**config.mk**
```make
export PLATFORM = sky130hd
export DESIGN_NAME = core_if
export DESIGN_NICKNAME = d
export VERILOG_FILES = /design/src/rtl/core_if.sv
export SDC_FILE = /design/constraint.sdc
export NUM_CORES = 1
export LEC_CHECK = 0
export ABC_AREA = 1
export CAP_MARGIN = 40
export CORE_ASPECT_RATIO = 1.4
export CORE_MARGIN = 2
export CORE_UTILIZATION = 52
export DETAILED_ROUTE_END_ITERATION = 8
export PLACE_DENSITY_LB_ADDON = 0.3
export SETUP_SLACK_MARGIN = 0.05
export SLEW_MARGIN = 40
export SYNTH_ARGS = -nofsm -noshare
export SYNTH_HDL_FRONTEND = slang
export SYNTH_SLANG_ARGS = --single-unit
```
**constraint.sdc**
```tcl
create_clock -name clk -period 2.2 [get_ports clk]
set_input_delay 0.22 -clock clk [delete_from_list [all_inputs] [get_ports clk]]
set_output_delay 0.22 -clock clk [all_outputs]
set_load 0.005 [all_outputs]
```
**src/rtl/core_if.sv**
```systemverilog
// Instruction fetch front end: one outstanding memory request at a time, results
// buffered in a 2-entry in-order FIFO toward decode, with redirect from execute.
`timescale 1ns/1ps
module core_if #(
  parameter logic [31:0] RESET_PC = 32'h0000_0000
) (
  input  logic        clk,
  input  logic        rst,
  input  logic        jump_en_in,
  input  logic [31:0] jump_addr_in,
  output logic        mem_req_out,
  output logic [31:0] mem_addr_out,
  input  logic        mem_gnt_in,
  input  logic        mem_rvalid_in,
  input  logic [31:0] mem_rdata_in,
  output logic        inst_valid_out,
  input  logic        inst_ready_in,
  output logic [31:0] inst_out,
  output logic [31:0] inst_addr_out
);

  typedef enum logic [1:0] {IDLE, REQ, WAIT} state_t;

  typedef struct packed {
    logic [31:0] addr;
    logic [31:0] data;
  } fetch_ent_t;

  state_t           state_q, state_d;
  logic [31:0]      fetch_pc_q, fetch_pc_d;
  logic [31:0]      req_pc_q, req_pc_d;
  logic             discard_q, discard_d;
  fetch_ent_t [1:0] fifo_q;
  logic             rd_ptr_q, wr_ptr_q;
  logic [1:0]       count_q, count_d;
  logic             push, pop;
  logic [31:0]      jump_pc;
  logic             unused_jump_lsb;

  assign jump_pc         = {jump_addr_in[31:2], 2'b00};
  assign unused_jump_lsb = ^jump_addr_in[1:0];

  assign mem_req_out    = (state_q == REQ);
  assign mem_addr_out   = fetch_pc_q;
  assign inst_valid_out = (count_q != 2'd0) && !jump_en_in;
  assign inst_out       = (count_q != 2'd0) ? fifo_q[rd_ptr_q].data : 32'h0;
  assign inst_addr_out  = (count_q != 2'd0) ? fifo_q[rd_ptr_q].addr : 32'h0;

  // A redirect squashes both the returning word and any pop this cycle.
  assign pop  = inst_valid_out && inst_ready_in;
  assign push = (state_q == WAIT) && mem_rvalid_in && !discard_q && !jump_en_in;

  always_comb begin
    count_d = count_q;
    if (jump_en_in)
      count_d = 2'd0;
    else
      count_d = count_q + {1'b0, push} - {1'b0, pop};
  end

  always_comb begin
    state_d    = state_q;
    fetch_pc_d = fetch_pc_q;
    req_pc_d   = req_pc_q;
    discard_d  = discard_q;
    case (state_q)
      IDLE: begin
        if (jump_en_in || (count_q < 2'd2)) state_d = REQ;
      end
      REQ: begin
        if (mem_gnt_in) begin
          state_d    = WAIT;
          req_pc_d   = fetch_pc_q;
          fetch_pc_d = fetch_pc_q + 32'd4;
          discard_d  = jump_en_in;
        end
      end
      WAIT: begin
        if (mem_rvalid_in) begin
          // Stale or redirected response: drop it and refetch at the new pc.
          if (discard_q || jump_en_in) begin
            state_d   = REQ;
            discard_d = 1'b0;
          end else begin
            state_d = (count_d < 2'd2) ? REQ : IDLE;
          end
        end else if (jump_en_in) begin
          discard_d = 1'b1;
        end
      end
      default: state_d = REQ;
    endcase
    if (jump_en_in) fetch_pc_d = jump_pc;
  end

  always_ff @(posedge clk) begin
    if (rst) begin
      state_q    <= REQ;
      fetch_pc_q <= RESET_PC;
      req_pc_q   <= 32'h0;
      discard_q  <= 1'b0;
      count_q    <= 2'd0;
      rd_ptr_q   <= 1'b0;
      wr_ptr_q   <= 1'b0;
      fifo_q     <= '0;
    end else begin
      state_q    <= state_d;
      fetch_pc_q <= fetch_pc_d;
      req_pc_q   <= req_pc_d;
      discard_q  <= discard_d;
      count_q    <= count_d;
      if (jump_en_in) begin
        rd_ptr_q <= 1'b0;
        wr_ptr_q <= 1'b0;
      end else begin
        if (push) begin
          fifo_q[wr_ptr_q] <= '{addr: req_pc_q, data: mem_rdata_in};
          wr_ptr_q         <= ~wr_ptr_q;
        end
        if (pop) rd_ptr_q <= ~rd_ptr_q;
      end
    end
  end

endmodule

```
; ---- Yosys cells after proc, flatten, opt, wreduce, memory -nomap -nowiden
; Cells that the tools add are included.
[totals]
ff_bits = 199
output_inout_bits = 98
elab_cells = 73
[op_classes]
add_sub_neg = 3
n_lt_le_gt_ge = 5
n_eq_ne = 7
n_mux = 22
bitwise_logic = 3
n_reduce_logical = 21
[ops]
columns = cell, count
row1 = $mux W64, 3
row2 = $mux W32, 5
row3 = $bwmux W128, 1
row4 = $demux W64 S1, 1
row5 = $add A32 B3 Y32 const B, 1
row6 = $mux W2, 4
row7 = $reduce_bool A2 Y1, 4
row8 = $logic_and A1 B1 Y1, 6
row9 = $mux W1, 6
row10 = $pmux W2 S3, 1
row11 = $reduce_and A2 Y1, 3
row12 = $lt A1 B2 Y1 const B, 2
row13 = $lt A2 B2 Y1 const B, 2
row14 = $ne A2 B2 Y1 const B, 2
row15 = $reduce_and A4 Y1, 1
row16 = $ne A3 B2 Y1 const B, 1
row17 = $ne A3 B3 Y1 const B, 1
row18 = $not A1 Y1, 3
row19 = $reduce_and A3 Y1, 1
row20 = $add A2 B1 Y2, 1
row21 = $eq A2 B1 Y1 const B, 1
row22 = $eq A2 B2 Y1 const B, 1
row23 = $logic_not A1 Y1, 2
row24 = $logic_not A2 Y1, 1
row25 = other kinds (6), 7

; ---- Longest topological paths before layout
; Gate-level depths: netlist of the first run.
[depth]
depth_word = 12
depth_mapped = 12
ltp_nobuf = 12

; ---- Worst setup path before layout of the first run
; OpenSTA, ideal clock, no wires.
[synth_timing]
path_kind = reg-to-reg
start = reg state_q[0]
end = reg state_q[0]
setup_ns = 0.062
t_arrival_ns = 1.867
slack_ns = 0.271
stages_incl_launch_ff = 13
n_path_buf = 0
synth_period_minus_slack_ns = 1.929
cell_sequence = dfxtp_1 -> inv_1 -> ha_1 -> nand2_1 -> nor3_4 -> inv_2 -> ha_1 -> inv_1 -> ha_1 -> or2_2 -> nand3_1 -> o21ai_0 -> nand3_1
[synth_between]
elab_chain_len = 12
[synth_rtl]
columns = item, line
row1 = from (decl), 29  ; state_t state_q, state_d;
row2 = from (signal assigned), 107  ; state_q <= state_d;
row3 = $eq A2 B2 Y1, "51, 66"
row4 = $logic_and A1 B1 Y1 (3 in series), 51  ; assign push = (state_q == WAIT) && mem_rvalid_in && !discard_q && !jump_en_in;
row5 = $add A2 B1 Y2, 58  ; count_d = count_q + {1'b0, push} - {1'b0, pop};
row6 = $sub A2 B1 Y2, 58
row7 = $mux W2, 55  ; if (jump_en_in)
row8 = $lt A2 B2 Y1, 85  ; state_d = (count_d < 2'd2) ? REQ : IDLE;
row9 = $mux W1, 85
row10 = $mux W1, 81  ; if (discard_q || jump_en_in) begin
row11 = $mux W2, 79  ; if (mem_rvalid_in) begin
row12 = $pmux W2 S3, 66  ; case (state_q)
; Parallel ways exist; a longest one is shown, timed or not. The select of a mux whose other input is x is not followed.
; A chain may end at the register's enable or synchronous reset.

; ---- Worst setup path in the final report of the first run
[layout_timing]
start = reg count_q[1]
end = out inst_addr_out[9]
[layout_between]
elab_chain_len = 2
[layout_rtl]
columns = item, line
row1 = from (decl), 35  ; logic [1:0] count_q, count_d;
row2 = from (signal assigned), 111  ; count_q <= count_d;
row3 = $reduce_bool A2 Y1, 47  ; assign inst_addr_out = (count_q != 2'd0) ? fifo_q[rd_ptr_q].addr : 32'h0;
row4 = $mux W32, 47
row5 = to (decl), 19  ; output logic [31:0] inst_addr_out
; No other way between the ends.

==> impl_metrics.yaml, run 1 <==
routing:
  drtPass1Iterations: 5
  drt_iter0_drc: 828
  vias_per_cell: 5.386
  routed_wirelength_um: 22700
  wl_per_cell_um: 14.66
  drtAntennaViolNets: 0
  via_count: 8343
  drc: 0
setup_path:
  r2r_end: "state_q[0]"
  worstRegToRegCells: 12
  crit_start: "count_q[1]"
  critPathRequiredTime_ns: 1.98
  crit_type: "reg -> out"
  cp.arrival_ns: 1.92
  end_kind: "primary output"
  crit_fanout: 31
  worstSetupStartpointType: "flip-flop"
  cp-endpoint: "inst_addr_out[9]"
  r2r_start: "state_q[0]"
  rrSetupSlack_ns: 0.18
sta:
  setup_viol: 0
  fin_hold_ws_ns: 0.3671
  fin_crit_ns: 2.135
  setup-tns-final_ns: 0
  hold_violations: 0
  fin_crit_sh_pct: 97.06
  fmax_mhz: 468.3
  finalClockSkew_ns: 0.008449
  rsz0062_at_grt: "false"
  finalMaxSlewViolations: 0
layout:
  design_area_um2: 11270
  n_antenna_cell: 0
  drive_gt1_share_pct: 7.407
  nets: 1416
  area_growth_pct: 31.02
synth:
  syn_area_um2: 8599
  async_flop_share_pct: 0
  yosysTopAreaCellShare_pct: 44.46
  synth-seq-area-share_pct: 44.46
  synth-seq-cells: 191
  synth-edff-count: 0
  synth_area_leaders: "dfxtp_1 (44%), nor2_1 (11%), o21ai_0 (9.6%), a21oi_1 (5.8%), a211oi_1 (5.7%)"
  yosysUniqueCellTypes: 35
  yosys.area.top_type: "dfxtp_1"
  syn_area_per_cell_um2: 7.131
  synth_common_cells: "nor2_1 (249), dfxtp_1 (191), o21ai_0 (165)"
  synthCells: 1206
  ys.warnings.count: 0
  synth_most_common_cell: "nor2_1"
  synth_ff_type: "dfxtp_1"
grt:
  grt_use_total_pct: 24.78
  grt.overflow.total: 0
  antenna_found_initial: 0
  grt_first_pass_wirelength_um: 36090
  grt_max_degree: 80
  grt_pass1_vias: 7716
cts:
  clkLatencyLatePin_ns: 0.42
  root_buffer: "clkbuf_16"
  clock-sinks: 191
  ctsHoldBuffers: 0
  clk_pin_slew_worst_paths_ns: 0.07
  cts_tree: "done"
  ctsLongestPathBuffers: 2
  numCtsBuffers: 17
  htree_num_levels: 4
die:
  die_x_um: 112.7
  core_um2: 16170
  start_util_pct: 53.18
  io_pins: 168
  die_y_um: 156.2
  rows: 55
  die_area_um2: 17600
status:
  status: "finished clean"
job:
  drv_cap: 0
power:
  p_leak_nw: 5.079
  cellPowerDensity_nw_per_um2: 747.1
  irDropWorstVdd_v: 0.0005934
placed_design:
  dpl-instance-area_um2: 10390
  dp_hpwl_um: 14680
  gp_congestion: 0.9639
  io_buffer_count: 161
worst_hold_path:
  hold_depth: 3
  hp-class: "in -> reg"
## repair_timing
item / CTS / global route
gates resized for setup: 38 / 40
hold endpoints to repair: 0 / 0
pin swaps: 0 / 1
gates cloned: 0 / 3
setup endpoints to repair: 62 / 36
setup buffers: 0 / 2
## worst min-delay path by stage
| stage | start | end |
|---|---|---|
| final | jump_addr_in[6] | mem_addr_out[6] |
| after global routing | jump_addr_in[6] | mem_addr_out[6] |
| after CTS | jump_addr_in[15] | mem_addr_out[15] |
| after detailed placement | fifo_q[4] | fifo_q[4] |
| after global placement | fifo_q[36] | fifo_q[36] |
| after floorplan | mem_rdata_in[31] | fifo_q[95] |
## worst max-delay path, stage by stage (launching register included)
cell             delay (ns)
dfxtp_2                0.38
nor2_4                 0.08
buf_12                 0.18
a211oi_2               0.28
clkdlybuf4s50_1        0.55
## placed cells by master (no fill, tap or decap), drive strengths merged, types with 3 or more instances in the layout
| cell | n |
|---|---|
| bufinv | 4 |
| nor3 | 6 |
| ha | 6 |
| nand2 | 124 |
| clkbuf | 23 |
| dlygate4sd2 | 27 |
| clkdlybuf4s50 | 109 |
| conb | 4 |
| a31oi | 9 |
| nor2 | 257 |
| xor2 | 8 |
| a211oi | 65 |
| clkinv | 3 |
| clkinvlp | 3 |
| buf | 30 |
| nand3 | 42 |
| a22o | 3 |
| dlymetal6s2s | 25 |
| o21ai | 177 |
| inv | 127 |
| a21oi | 99 |
| dfxtp | 191 |
## cells by family (layout without fill, tap and decap cells)
group,count (synthesis),in the layout,synth area share (%)
AO/OA/AOI/OAI,355,355,22.87
XOR/XNOR,9,9,0.9167
adder cells (fa/ha/maj),6,6,0.8730
buffers and inverters,210,351,10.27
flip-flops,191,191,44.46
other,1,4,0.04361
AND/OR/NAND/NOR,434,434,20.56
## stage by stage
stage	util (%)	worst slack, ns	total power, W	cells
2_1_floorplan	-	0.2712	0.004709	1209
3_5_place_dp	64.27	0.1040	0.005185	1515
4_1_cts	68.22	-0.01445	0.008449	1544
6_report	69.67	0.06463	0.008418	1549
5_1_grt	69.67	0.04494	0.008794	1549
3_3_place_gp	64.27	0.1174	0.005156	1515
## per-layer routing
metal | vias to the layer above | part of all wire [%] | GRT usage, %
met5 | - | 0 | 0
met4 | 0 | 3.0 | 10.51
met2 | 237 | 49 | 41.55
met3 | 40 | 4.7 | 3.691
li1 | 4205 | - | -
met1 | 3861 | 43 | 31.75
## sequential cells by signal (all words and copies together) (netlist names)
name	cells
count_q	2
wr_ptr_q	1
state_q	2
mem_addr_out	30
discard_q	1
fifo_q	124
rd_ptr_q	1
req_pc_q	30
## power breakdown
part           switching, W  internal (W)
clock               0.00129       0.00198
combinational      0.000691      0.000501
sequential         0.000209       0.00374
total               0.00219       0.00622
## cell type report
cell class,count,area (um2)
fill,1363,4905
multi-input combinational,808,4019
sequential,191,3827
timing repair buffer,194,2056
inverter,128,489.2
clock buffer,20,466.7
tap,199,249.0
clock inverter,9,160.2
Power figures use the tool's default switching activity.
==> inputs of run 2 (changes only) <==
Settings changed: REMOVE_ABC_BUFFERS from default to 1, SLEW_MARGIN 40 to 20.
==> impl_metrics.yaml, run 2 (synthesis results as in run 1) <==
status:
  status: "finished, violations left"
  violations: "design-rule violations"
placed_design:
  dp_hpwl_um: 14970
  io_buffer_count: 161
  gp_congestion: 0.9557
  dp.cells: 1515
setup_path:
  critPathRequiredTime_ns: 1.98
  worstRegToRegCells: 12
  r2r_end: "state_q[0]"
  rrSetupSlack_ns: 0.18
  r2r_start: "state_q[0]"
  end_kind: "primary output"
  cp.arrival_ns: 1.93
  crit_type: "reg -> out"
  crit_fanout: 43
  worstSetupStartpointType: "flip-flop"
routing:
  via_count: 8386
  vias_per_cell: 5.389
  wl_per_cell_um: 15.14
  routed_wirelength_um: 23560
  drc: 1
  drtAntennaViolNets: 0
  drtPass1Iterations: 7
  drt_iter0_drc: 664
die:
  io_pins: 168
  die_area_um2: 17600
  rows: 55
  start_util_pct: 53.18
  die_x_um: 112.7
  die_y_um: 156.2
  core_um2: 16170
cts:
  htree_num_levels: 4
  clkLatencyLatePin_ns: 0.43
  clk_pin_slew_worst_paths_ns: 0.07
  cts_tree: "done"
  clock-sinks: 191
  numCtsBuffers: 17
  ctsHoldBuffers: 0
  root_buffer: "clkbuf_16"
  ctsLongestPathBuffers: 2
worst_hold_path:
  hold_depth: 3
  hp-start: "jump_addr_in[17]"
  hp-class: "in -> reg"
  hold_end: "mem_addr_out[17]"
layout:
  layout_commonest_cell: "nor2_1"
  layout_common_cells: "nor2_1 (248), dfxtp_1 (188), o21ai_0 (165)"
  finalNonFillerCells: 1556
  drive_gt1_share_pct: 7.517
  final_util_pct: 69.52
  n_antenna_cell: 0
  nets: 1420
  regMostFlops: "fifo_q"
  largest_register_ffs: 124
  area_growth_pct: 30.73
sta:
  finalMaxSlewViolations: 0
  fin_hold_ws_ns: 0.3650
  finalClockSkew_ns: 0.01231
  fin_crit_sh_pct: 97.66
  hold_violations: 0
  fmax_mhz: 465.4
  rsz0062_at_grt: "true"
  setup_viol: 0
  fin_crit_ns: 2.149
job:
  drv_cap: 0
grt:
  antenna_found_initial: 0
  grt.overflow.total: 0
  grt_first_pass_wirelength_um: 37050
  grt_max_degree: 94
  grt_use_total_pct: 25.85
  grt_pass1_vias: 7806
power:
  irDropWorstVdd_v: 0.0005394
  p_leak_nw: 5.037
  cellPowerDensity_nw_per_um2: 740.8
  power_w: 0.008328
-- run 2: cell type report --
| class | count | area, um2 |
|---|---|---|
| Tap cell | 199 | 249.0 |
| Multi-Input combinational cell | 808 | 3986 |
| Clock buffer | 20 | 436.7 |
| Timing Repair inverter | 1 | 6.256 |
| Timing Repair Buffer | 197 | 2082 |
| Sequential cell | 191 | 3830 |
| Inverter | 128 | 494.2 |
| Fill cell | 1387 | 4930 |
| Clock inverter | 12 | 157.7 |
-- run 2: how the worst max path moves through the flow --
stage	start	end	slack (ns)	cells after the start
3_5_place_dp	jump_en_in	state_q[0]	0.06	11
2_1_floorplan	count_q[1]	state_q[0]	-1.62	11
3_3_place_gp	jump_en_in	state_q[0]	0.07	11
6_report	count_q[1]	inst_addr_out[11]	0.05	4
5_1_grt	rd_ptr_q	inst_addr_out[30]	0.02	4
4_1_cts	rd_ptr_q	inst_out[2]	-0.01	5
-- run 2: what timing repair did --
action / CTS / global route
gates cloned: 1 / 2
buffers inserted: 2 / 4
pin swaps: 0 / 0
setup endpoints to repair: 62 / 34
resized for setup: 50 / 28
-- run 2: worst max-delay path: stages (launching register included) --
cell,delay (ns)
dfxtp_2,0.40
nor2_4,0.07
buf_12,0.17
a211oi_2,0.28
clkdlybuf4s50_1,0.55
-- run 2: layer usage --
layer	part of all wire (%)	GRT usage (%)	vias up
met4	2.5	10.22	0
met3	5.4	4.701	38
met1	41	30.74	3871
li1	-	-	4216
met2	51	45.88	261
met5	0	0	-
-- run 2: per-stage QoR --
stage / area (um2) / setup WS (ns) / setup TNS [ns]
2_1_floorplan: 8208 / -1.619 / -79.15
3_3_place_gp: 10420 / 0.07055 / 0
3_5_place_dp: 10420 / 0.06352 / 0
4_1_cts: 11080 / -0.01109 / -0.01109
5_1_grt: 11240 / 0.02101 / 0
6_report: 11240 / 0.05137 / 0
-- run 2: power by group --
part           leakage [nW]  total (W)  switching, W  internal, W
clock                 0.281    0.00315       0.00135      0.00180
sequential             1.55    0.00394      0.000203      0.00374
combinational          3.20    0.00124      0.000713     0.000524
